===== src/rtl/regfile_32x32.sv =====
// 32 x DATA_WIDTH register file: one synchronous write port, two combinational
// read ports, register 0 reads as zero, optional same-cycle write-to-read bypass.
// The write target is selected by a 5-to-32 one-hot decoder.

module decoder_5_32 (
    input  logic [4:0]  sel,
    input  logic        en,
    output logic [31:0] out
);

    // One-hot decode of sel, all zero when disabled
    always_comb begin
        out = '0;
        if (en) begin
            out[sel] = 1'b1;
        end
    end

endmodule

module regfile_32x32 #(
    parameter int DATA_WIDTH = 32,
    parameter int BYPASS     = 0
) (
    input  logic                  clock,
    input  logic                  ctrl_reset,
    input  logic                  ctrl_writeEnable,
    input  logic [4:0]            ctrl_writeReg,
    input  logic [4:0]            ctrl_readRegA,
    input  logic [4:0]            ctrl_readRegB,
    input  logic [DATA_WIDTH-1:0] data_writeReg,
    output logic [DATA_WIDTH-1:0] data_readRegA,
    output logic [DATA_WIDTH-1:0] data_readRegB
);

    logic [31:0]           write_sel;
    logic                  write_sel0_unused;
    logic [DATA_WIDTH-1:0] regs [1:31];
    logic                  bypass_a;
    logic                  bypass_b;

    // Reset also blocks the decoder so a pending write can never land during reset
    decoder_5_32 u_decoder (
        .sel (ctrl_writeReg),
        .en  (ctrl_writeEnable & ~ctrl_reset),
        .out (write_sel)
    );

    // Register 0 has no storage; writes to it are simply dropped
    assign write_sel0_unused = write_sel[0];

    // Storage for registers 1..31: async clear, one-hot load on the rising edge
    always_ff @(posedge clock or posedge ctrl_reset) begin
        if (ctrl_reset) begin
            for (int i = 1; i < 32; i++) begin
                regs[i] <= '0;
            end
        end else begin
            for (int i = 1; i < 32; i++) begin
                if (write_sel[i]) begin
                    regs[i] <= data_writeReg;
                end
            end
        end
    end

    // Forward write data only for a real, enabled write outside reset
    always_comb begin
        bypass_a = (BYPASS != 0) && ctrl_writeEnable && !ctrl_reset &&
                   (ctrl_writeReg != 5'd0) && (ctrl_readRegA == ctrl_writeReg);
        bypass_b = (BYPASS != 0) && ctrl_writeEnable && !ctrl_reset &&
                   (ctrl_writeReg != 5'd0) && (ctrl_readRegB == ctrl_writeReg);
    end

    // Read port A: zero for address 0, forwarded data when bypassing, else stored value
    always_comb begin
        data_readRegA = '0;
        if (ctrl_readRegA != 5'd0) begin
            if (bypass_a) begin
                data_readRegA = data_writeReg;
            end else begin
                data_readRegA = regs[ctrl_readRegA];
            end
        end
    end

    // Read port B: same selection as port A
    always_comb begin
        data_readRegB = '0;
        if (ctrl_readRegB != 5'd0) begin
            if (bypass_b) begin
                data_readRegB = data_writeReg;
            end else begin
                data_readRegB = regs[ctrl_readRegB];
            end
        end
    end

endmodule


===== config.mk =====
export PLATFORM = sky130hd
export DESIGN_NAME = regfile_32x32
export DESIGN_NICKNAME = d
export VERILOG_FILES = /design/src/rtl/regfile_32x32.sv
export SDC_FILE = /design/constraint.sdc
export NUM_CORES = 2
export LEC_CHECK = 0
export CORE_MARGIN = 4
export CORE_UTILIZATION = 50
export CTS_BUF_LIST = sky130_fd_sc_hd__clkbuf_2
export DETAILED_ROUTE_END_ITERATION = 8
export PLACE_DENSITY = 0.69
export SETUP_SLACK_MARGIN = 0.02
export SLEW_MARGIN = 10
export SYNTH_ARGS = -nofsm -noshare
export SYNTH_HDL_FRONTEND = slang
export SYNTH_SLANG_ARGS = --single-unit

===== constraint.sdc =====
create_clock -name clock -period 124.4 [get_ports clock]
set_clock_uncertainty 0.05 [all_clocks]
set_input_delay 37.32 -clock clock [delete_from_list [all_inputs] [get_ports clock]]
set_output_delay 37.32 -clock clock [all_outputs]
set_load 0.02 [all_outputs]

==> key figures <==
Place
  – IO Port Bufs: 113
  – Pre-CTS WS: 45.26 ns
  – Hpwl dp: 98.3 mm
  – Routability-driven placement congestion ratio: 0.840
  – Dpl cells: 5518

Logic synthesis
  – Synth Instances: 4358
  – EDFF count, synth: 0
  – Mean post-synth cell area: 12.5 sq um
  – #FFs+latches synth: 992
  – Top cells by count, synth: 1024 x mux2_2, 992 x dfrtp_1, 768 x mux2i_1, 194 x o22ai_1, 182 x buf_2
  – Synth area leader: dfrtp_1
  – Ys async rst share: 100%
  – Count leader, synth: mux2_2
  – Sequential share of the synthesized area: 45.6%
  – Mapped Nets: 4408
  – Synth top area share: 45.6%
  – Largest cells by area after synthesis: dfrtp_1 46%, mux2_2 21%, mux2i_1 14%, mux4_2 2.6%, o22ai_1 2.2%
  – Cell Area, Synth: 54400 sq um
  – Distinct cells, synth: 38
  – Ys flop type: dfrtp_1
  – Synthesis Warnings: 0

Detailed routing
  – WL/cell: 29.9 um
  – TritonRoute pass-1 iters: 5
  – M1 WL: 75.8 mm
  – Detail Route Antenna Nets: 0
  – Met3 WL: 16.3 mm
  – DR top layer: met5
  – WL final: 178 mm
  – Vias per cell: 6.60
  – # DRC: 0
  – Met2 WL: 78.7 mm
  – Via Count: 39.3k
  – DR iter-0 viols: 4121

Clock network
  – CTS tree: built
  – Clock sink count: 992
  – Worst-Skew Late Latency: 1.61 ns
  – CTS-repair resized insts: 0
  – Cts bufs inserted: 281
  – Root Buffer: clkbuf_2
  – CTS max path bufs: 4
  – Cts hold-fix bufs: 0
  – Post-CTS Setup Repair Bufs: 0
  – Clock slew at reported path FFs: 0.10 ns
  – Htree depth: 5

Floorplanning
  – IO Pins: 114
  – Chip Width: 338 um
  – Die height: 338 um
  – Initial Utilization: 50.6%
  – Std-Cell Rows: 120
  – DIE AREA: 114000 sq um
  – Core box area: 108000 sq um

Setup path
  – WP data arrival: 41.90 ns
  – Worst path max stage delay: 1.00 ns
  – Crit end category: output pin
  – Slowest cell on the critical path: a211oi_1
  – CP Max Fanout: 60
  – Critical path's most frequent cell: buf_4
  – Worst path cell trace: buf_8 > buf_4 > buf_4 > nor3b_2 > buf_4 > a22oi_1 > nand3_1 > a211oi_1 > clkdlybuf4s50_1
  – Worst Path Required: 87.03 ns
  – Startpoint Class: input pin
  – Delay-heaviest family, CP: buffers and inverters
  – Bufs and invs on worst path: 5
  – Critical path class: in2out

Final layout
  – Largest regs: regs x992
  – Max reg flops: 992
  – Final Util: 54.0%
  – Non-Filler Instances: 5956
  – Most flop-heavy register: regs
  – Nets: 4448
  – Layout cell share with drive strength beyond 1: 36.7%
  – Filler cell count: 9345
  – Area growth from synthesis to layout: 6.77%

Timing
  – Slew @ Worst Pin: 1.31 ns
  – Setup TNS: 0 ns
  – RSZ-0062 raised after global routing: false
  – Tmin final: 79.27 ns
  – Final slew viol count: 0
  – Slew headroom: 12.5%
  – Final period utilization: 63.7%
  – Worst setup margin: 45.13 ns
  – Final setup fails: 0
  – Final Hold Viols: 0
  – Fmax achieved: 12.6 MHz

Power and ir drop
  – Pwr Density: 13.3 nW/um^2
  – P_leak: 0.0276 uW
  – Total design power: 772 uW
  – Max VDD drop: 0.00000887 V

GRT
  – Total Routing Usage GR: 30.9%
  – Largest net degree at the start of global routing: 176
  – First-pass GRT wire length: 262 mm
  – Antenna violations before repair: 13
  – Vias in the first global route: 39.5k
  – Global route overflow: 0

Flow run
  – Max-cap violations: 0

Worst hold path
  – Worst min path class: reg2reg

Outcome
  – Status: finished, final reports clean
==> per-layer routing <==
metal | vias to the layer above | global-route usage (%)
met5 | - | 0
met4 | 4 | 13.9
met3 | 442 | 8.13
met2 | 1941 | 45.9
met1 | 20519 | 42.8
li1 | 16432 | -
==> worst paths after layout <==
path | start | endpoint | slack (ns) | depth (start not counted)
hold reg to reg | regs[369]$_DFFE_PP0P_ | regs[369]$_DFFE_PP0P_ | 0.47 | 1
hold / removal | regs[369]$_DFFE_PP0P_ | regs[369]$_DFFE_PP0P_ | 0.47 | 1
setup / recovery | ctrl_readRegA[0] | data_readRegA[12] | 45.13 | 9
setup reg to reg | regs[614]$_DFFE_PP0P_ | regs[614]$_DFFE_PP0P_ | 123.52 | 1
max in group asynchronous | ctrl_reset | regs[591]$_DFFE_PP0P_ | 84.65 | 5
min in group asynchronous | ctrl_reset | regs[188]$_DFFE_PP0P_ | 36.31 | 2
==> power by group <==
| part | total [uW] | internal (uW) | switching, uW |
|---|---|---|---|
| logic | 152 | 75.1 | 76.9 |
| registers | 397 | 365 | 32.1 |
| clock network | 223 | 85.4 | 138 |
==> placed cells by master, fill, tap and decap left out, types with 17 or more instances in the layout <==
cell type | Yosys | layout
a211oi_1 | 24 | 24
a211oi_2 | 38 | 38
a221o_1 | 62 | 62
a22oi_1 | 64 | 64
buf_4 | 34 | 75
clkbuf_2 | 0 | 385
clkdlybuf4s50_1 | 0 | 103
clkinv_1 | 0 | 31
dfrtp_1 | 992 | 992
mux2_1 | 36 | 36
mux2_2 | 1024 | 1024
mux2i_1 | 768 | 768
mux4_2 | 62 | 62
nand2_1 | 147 | 130
nand2_2 | 1 | 17
nand2b_1 | 71 | 63
nand3_1 | 67 | 67
nand4_1 | 62 | 62
nor2_1 | 138 | 128
nor2_4 | 4 | 18
nor3_1 | 67 | 67
nor4_1 | 64 | 64
o22ai_1 | 194 | 194
==> through the flow <==
stage,cell area [sq um],hold slack (ns)
2_1_floorplan,54400,0.420
3_3_place_gp,55900,0.435
3_5_place_dp,55900,0.447
4_1_cts,58000,0.468
5_1_grt,58100,0.494
6_report,58100,0.467
==> kinds of logic (layout without fill, tap and decap cells) <==
logic type / Yosys count / in the layout / share of synthesized area [%]
AO/OA/AOI/OAI: 386 / 386 / 5.54
buffers and inverters: 439 / 622 / 4.20
flip-flops: 992 / 992 / 45.6
multiplexers: 1890 / 1890 / 38.7
other: 0 / 12 / 0
AND/OR/NAND/NOR: 651 / 651 / 5.97
==> final cells by class <==
cell class                      count  area, sq um  area share (%)
Timing Repair Buffer              194         1810            3.12
Inverter                            2         15.0          0.0259
Tap cell                         1403         1760            3.02
Multi-Input combinational cell   2927        27500            47.3
Clock buffer                      385         1930            3.32
Sequential cell                   992        24800            42.8
Clock inverter                     41          209           0.360
Antenna cell                       12         30.0          0.0517
No activity file was read; power rests on OpenSTA's default activity.
